===== src/rtl/ssd_scan_mux_if.sv =====
// Frame-load and scan-output bundle for the seven-segment scan controller.
// The testbench drives through master; the controller uses slave.
interface ssd_scan_mux_if;
    logic [31:0] frame_in;
    logic [7:0]  dp_in;
    logic [7:0]  en_in;
    logic        load;
    logic        load_ack;
    logic [3:0]  bcd;
    logic [7:0]  an;
    logic        dp;
    logic [2:0]  digit_idx;
    logic        frame_tick;

    modport master (
        output frame_in, dp_in, en_in, load,
        input  load_ack, bcd, an, dp, digit_idx, frame_tick
    );

    modport slave (
        input  frame_in, dp_in, en_in, load,
        output load_ack, bcd, an, dp, digit_idx, frame_tick
    );
endinterface


===== src/rtl/ssd_scan_mux.sv =====
// 8-digit common-anode scan controller with a double-buffered frame,
// a per-slot anode blanking guard and leading-zero suppression.
module ssd_scan_mux #(
    parameter int REFRESH_DIV  = 100000,
    parameter int BLANK_CYCLES = 2000,
    parameter int LZ_BLANK     = 1
) (
    input logic           clk,
    input logic           rst_n,
    ssd_scan_mux_if.slave bus
);
    localparam int CW = $clog2(REFRESH_DIV);
    localparam logic [CW-1:0] TC_C = CW'(REFRESH_DIV - 1);

    logic [CW-1:0] cnt;
    logic [2:0]    idx;
    logic [31:0]   pend_code, sh_code;
    logic [7:0]    pend_dp, pend_en, sh_dp, sh_en, lz_mask;
    logic          pending;

    logic          tc, wrap, upd, lit;
    logic [31:0]   new_code;
    logic [7:0]    new_dp, new_en, lz_next, an_next;

    assign tc   = (cnt == TC_C);
    assign wrap = tc && (idx == 3'd7);
    assign upd  = wrap && (pending || bus.load);

    // A load landing on the wrap edge goes straight to the shadow.
    assign new_code = bus.load ? bus.frame_in : pend_code;
    assign new_dp   = bus.load ? bus.dp_in    : pend_dp;
    assign new_en   = bus.load ? bus.en_in    : pend_en;

    generate
        if (BLANK_CYCLES == 0) begin : g_noblank
            assign lit = 1'b1;
        end else begin : g_blank
            localparam logic [CW-1:0] BLANK_C = CW'(BLANK_CYCLES);
            assign lit = (cnt >= BLANK_C);
        end
    endgenerate

    // Suppress zeros from the top digit down; digit 0 always shows.
    always_comb begin
        logic zrun;
        lz_next = '0;
        zrun    = 1'b1;
        for (int i = 7; i >= 1; i--) begin
            zrun       = zrun && (new_code[4*i +: 4] == 4'h0);
            lz_next[i] = zrun;
        end
        if (LZ_BLANK == 0) lz_next = '0;
    end

    always_comb begin
        an_next = '1;
        if (sh_en[idx] && lit) an_next[idx] = 1'b0;
    end

    always_ff @(posedge clk or negedge rst_n) begin
        if (!rst_n) begin
            cnt            <= '0;
            idx            <= '0;
            pend_code      <= '1;
            pend_dp        <= '0;
            pend_en        <= '0;
            pending        <= 1'b0;
            sh_code        <= '1;
            sh_dp          <= '0;
            sh_en          <= '0;
            lz_mask        <= '0;
            bus.an         <= '1;
            bus.bcd        <= 4'hF;
            bus.dp         <= 1'b1;
            bus.load_ack   <= 1'b0;
            bus.frame_tick <= 1'b0;
        end else begin
            cnt <= tc ? '0 : cnt + 1'b1;
            if (tc) idx <= idx + 3'd1;

            if (upd) begin
                sh_code <= new_code;
                sh_dp   <= new_dp;
                sh_en   <= new_en;
                lz_mask <= lz_next;
                pending <= 1'b0;
            end else if (bus.load) begin
                pend_code <= bus.frame_in;
                pend_dp   <= bus.dp_in;
                pend_en   <= bus.en_in;
                pending   <= 1'b1;
            end

            bus.load_ack   <= upd;
            bus.frame_tick <= wrap;
            bus.an         <= an_next;
            bus.bcd        <= lz_mask[idx] ? 4'hF : sh_code[4*idx +: 4];
            bus.dp         <= ~(sh_dp[idx] & sh_en[idx]);
        end
    end

    assign bus.digit_idx = idx;
endmodule

===== src/flat_wrapper.sv =====
// flat-port wrapper written by rule: the top's interface ports become plain ports
module ssd_scan_mux_flat 
#(
    parameter int REFRESH_DIV  = 100000,
    parameter int BLANK_CYCLES = 2000,
    parameter int LZ_BLANK     = 1
)
  (clk, rst_n, bus_frame_in, bus_dp_in, bus_en_in, bus_load, bus_load_ack, bus_bcd, bus_an, bus_dp, bus_digit_idx, bus_frame_tick);
  ssd_scan_mux_if bus_i ();
  input logic clk;
  input logic rst_n;
  input wire logic [$bits(bus_i.frame_in)-1:0] bus_frame_in;
  input wire logic [$bits(bus_i.dp_in)-1:0] bus_dp_in;
  input wire logic [$bits(bus_i.en_in)-1:0] bus_en_in;
  input wire logic [$bits(bus_i.load)-1:0] bus_load;
  output wire logic [$bits(bus_i.load_ack)-1:0] bus_load_ack;
  output wire logic [$bits(bus_i.bcd)-1:0] bus_bcd;
  output wire logic [$bits(bus_i.an)-1:0] bus_an;
  output wire logic [$bits(bus_i.dp)-1:0] bus_dp;
  output wire logic [$bits(bus_i.digit_idx)-1:0] bus_digit_idx;
  output wire logic [$bits(bus_i.frame_tick)-1:0] bus_frame_tick;
  assign bus_i.frame_in = bus_frame_in;
  assign bus_i.dp_in = bus_dp_in;
  assign bus_i.en_in = bus_en_in;
  assign bus_i.load = bus_load;
  assign bus_load_ack = bus_i.load_ack;
  assign bus_bcd = bus_i.bcd;
  assign bus_an = bus_i.an;
  assign bus_dp = bus_i.dp;
  assign bus_digit_idx = bus_i.digit_idx;
  assign bus_frame_tick = bus_i.frame_tick;
  ssd_scan_mux #(.REFRESH_DIV(REFRESH_DIV), .BLANK_CYCLES(BLANK_CYCLES), .LZ_BLANK(LZ_BLANK)) u_core (.clk(clk), .rst_n(rst_n), .bus(bus_i));
endmodule

===== config.mk =====
export PLATFORM = sky130hd
export DESIGN_NAME = ssd_scan_mux_flat
export DESIGN_NICKNAME = d
export VERILOG_FILES = /design/src/rtl/ssd_scan_mux_if.sv /design/src/rtl/ssd_scan_mux.sv /design/src/flat_wrapper.sv
export SDC_FILE = /design/constraint.sdc
export NUM_CORES = 1
export LEC_CHECK = 0
export BUFFER_PORTS_ARGS = -buffer_cell sky130_fd_sc_hd__buf_2
export CORE_MARGIN = 3
export CORE_UTILIZATION = 40
export CTS_CLUSTER_SIZE = 10
export DETAILED_ROUTE_END_ITERATION = 10
export PLACE_DENSITY_LB_ADDON = 0.05
export SLEW_MARGIN = 20
export SYNTH_ARGS = -nofsm -noshare
export SYNTH_HDL_FRONTEND = slang
export SYNTH_SLANG_ARGS = --single-unit

===== constraint.sdc =====
create_clock -name clk -period 2.05 [get_ports clk]
set_clock_uncertainty 0.15 [all_clocks]
set_input_delay 0.205 -clock clk [delete_from_list [all_inputs] [get_ports clk]]
set_output_delay 0.205 -clock clk [all_outputs]
set_load 0.005 [all_outputs]

==> results.toml <==
[run_status]
status = "complete, but fails checks"
violations = "negative setup slack"

[setup_path]
ff2ff_setup_slack_ns = -0.15
cp.depth = 6
crit_buf_inv = 2
crit_slowest_cell = "or4bb_1"
required_ns = 2.25
endpoint = "u_core.pend_code[9]"
cp-start-kind = "flip-flop"
crit_family = "simple AND/OR/NAND/NOR gates"
endpoint_kind = "flip-flop"
critPathMaxFanout = 24
r2r_end = "u_core.pend_code[9]"
cpPeakStageDelay_ns = 0.55
worstPathArrival_ns = 2.39
critPathKind = "flip-flop to flip-flop"
cp_cell_sequence = "or4bb_1 -> nor4_4 -> buf_6 -> a21boi_4 -> buf_12 -> mux2_4"
rr_startpoint = "u_core.cnt[8]"
critPathLaunch = "u_core.cnt[8]"
rr_worst_depth = 6

[floorplanning]
die_area_um2 = 18200
die_w_um = 135
fp-row-count = 46
io_pins = 69
core_um2 = 16100
die_h_um = 135
initial_core_util_pct = 41.4

[finish]
final_cell_mix = "77 x dfstp_2, 68 x a21oi_1, 66 x buf_2, 61 x dfrtp_1, 56 x mux2i_1"
synthToLayoutAreaGrowth_pct = 38.1
fin_area_um2 = 9170
n_antenna_cell = 0
final_cells = 945
drive_gt1_share_pct = 48.3
layout_commonest_cell = "dfstp_2"
final_nets = 771

[cts]
cts_max_path_buffers = 2
clk_pin_slew_ns = 0.06
cts_sinks = 139
worstSkewPairLatency_ns = 0.42
clockRootBuffer = "clkbuf_16"
cts_max_level = 4
cts_tree = "yes"
cts_buffers = 17

[power]
p_sw_share_pct = 22.0
clockPowerShare_pct = 47.4
power.density_nw_per_um2 = 725
switchingPower_mw = 1.46
max-vdd-ir-drop_v = 0.000632
pwr-share-comb_pct = 8.1
cellLeakagePower_nw = 3.89
internal_power_mw = 5.18
pwr-share-seq_pct = 44.5

[sta]
setup_viol = 106
min_period_over_period_pct = 107
totalNegativeSetupSlack_ns = -9.40
fin_ws_ns = -0.146
worst_pin_slew_ns = 0.452
relSlewSlack_pct = 69.8
period_needed_ns = 2.20
max_freq_ghz = 0.455
drv_slew = 0
holdWs_ns = 0.0621
rsz0062_at_grt = "true"
final_hold_viol_count = 0

[routing]
totalWireLength_mm = 16.6
vias_per_cell = 5.23
first_pass_iters = 4
wire_per_inst_um = 17.6
ant_nets = 0
vias = 4946
drt_iter0_markers = 286
drcViolationCount = 0

[logic_synthesis]
synth-seq-area-share_pct = 53.8
synth_warnings = 0
yosysTopAreaCell = "dfstp_2"
ys_types = 51
netlist_area_um2 = 6640
synth_edf_count = 0
synthMuxAreaShare_pct = 21.1
synthArstFlopShare_pct = 100
synthSimpleGateAreaFrac_pct = 8.29
synthDominantCellAreaShare_pct = 30.5
synth_xor_area_share_pct = 1.71
syn_inst = 554
synth.avg_cell_area_um2 = 12.0
synth_nets = 609
synth_ff_type = "dfstp_2"
synth_fa_ha_area_share_pct = 0.754
synth-seq-cells = 139
synth_top_family_by_area = "multiplexers"
synth.top_cells.by_area = "dfstp_2 30%, dfrtp_1 23%, mux2i_1 8.4%, a21oi_1 7.5%, mux2_2 5.4%"
synth-compound-area-share_pct = 11.1

[grt]
grt_pass1_wl_mm = 26.3
grt_use_met3_pct = 4.14
use_met1_pct = 25.9
met2_usage_pct = 29.3
busiest_layer = "met2"
grt_pass1_vias = 5056
grtUsageTotal_pct = 18.4
antenna_found_initial = 0
grt_max_degree = 47
grt.overflow.total = 0

[place]
dp_slack_ns = -0.263
place.gp.congestion = 0.795
place_area_um2 = 7570
port_buffers = 68
placedCellCount = 848
dp_hpwl_mm = 10.8

[flow_run]
max_cap_violations = 0

[worst_hold_path]
hold_class = "primary input to flip-flop"
worst min-delay path by stage:
stage | from | to | slack (ns) | cells past startpoint
after floorplan | rst_n | u_core.bus.digit_idx[0] | -0.24 | 0
after global placement | rst_n | u_core.bus.frame_tick | 0.02 | 1
after detailed placement | rst_n | u_core.bus.frame_tick | 0.02 | 1
after CTS | bus_frame_in[31] | u_core.sh_code[31] | 0.04 | 3
after global routing | bus_frame_in[31] | u_core.sh_code[31] | 0.06 | 3
final | bus_frame_in[31] | u_core.sh_code[31] | 0.06 | 3
through the flow:
step | util (%) | power, mW
after floorplan | - | 3.24
after global routing | 57.1 | 6.91
after global placement | 47.1 | 3.45
after CTS | 54.8 | 6.73
after detailed placement | 47.1 | 3.46
final | 57.1 | 6.65
sequential cells by signal, summed over array words and instances (netlist names), 3 cells and up:
name and cells:
u_core.lz_mask 7, u_core.pend_en 8, u_core.sh_en 8, u_core.bus.bcd 4, u_core.pend_dp 8, u_core.bus.an 8
u_core.sh_code 32, u_core.sh_dp 8, u_core.pend_code 32, u_core.bus.digit_idx 3, u_core.cnt 17
per-layer routing:
metal | part of all wire (%) | wire length (um)
met5 | 0 | 0
met4 | 0.73 | 121
met3 | 3.3 | 555
met2 | 49 | 8080
met1 | 47 | 7860
power by group through the flow:
stage / Combinational (mW) / Sequential [mW] / Clock, mW
after CTS: 0.536 / 2.96 / 3.23
after detailed placement: 0.463 / 3.00 / 0
after global placement: 0.455 / 2.99 / 0
after floorplan: 0.265 / 2.98 / 0
final: 0.538 / 2.96 / 3.15
after global routing: 0.591 / 2.97 / 3.35
cell families (layout without fill, tap and decap cells):
logic type               count (synthesis)  in the layout
flip-flops                             139            139
multiplexers                           116            116
AND/OR/NAND/NOR                        103            104
buffers and inverters                   47            221
AO/OA/AOI/OAI                          132            132
XOR/XNOR                                13             13
adder cells (fa/ha/maj)                  4              4
cell usage after synthesis (2+ instances only):
master	number
or4b_2	2
and2_1	3
ha_1	4
nor3_1	8
o22ai_1	3
o21ai_0	5
xor2_1	5
nand2b_1	4
clkbuf_1	15
buf_1	6
nand4_1	5
nor2b_1	4
dfstp_2	77
nand2_1	28
or4_1	2
a22oi_1	2
mux4_2	8
o211ai_1	2
a211oi_1	2
inv_1	9
buf_2	15
a21oi_1	100
mux2_4	20
dfrtp_1	62
a22o_1	7
a31o_2	2
mux2_2	32
or3_1	3
nor4_1	7
nand3_1	10
nor2_1	18
xnor2_1	8
buf_6	2
mux2i_1	56
nand3b_1	2
layout make-up:
cell class                      instances  area [um2]
Fill cell                            1382        6890
Sequential cell                       139        3580
Multi-Input combinational cell        369        3070
Timing Repair Buffer                  180        1600
Clock buffer                           23         509
Tap cell                              216         270
Clock inverter                          9         106
Inverter                                9        33.8
tightest hold or removal path, cell delays in order:
cell and delay, ns:
buf_2 0.10, mux2i_1 0.11, a21oi_1 0.17
timing repair:
item	CTS	global route
endpoints found under the setup margin	126	126
hold endpoints to repair	187	0
cloned	2	7
buffers inserted	4	4
hold buffers	49	0
resized for setup	7	60
pin swaps	1	6
No activity file was read; power rests on OpenSTA's default activity.
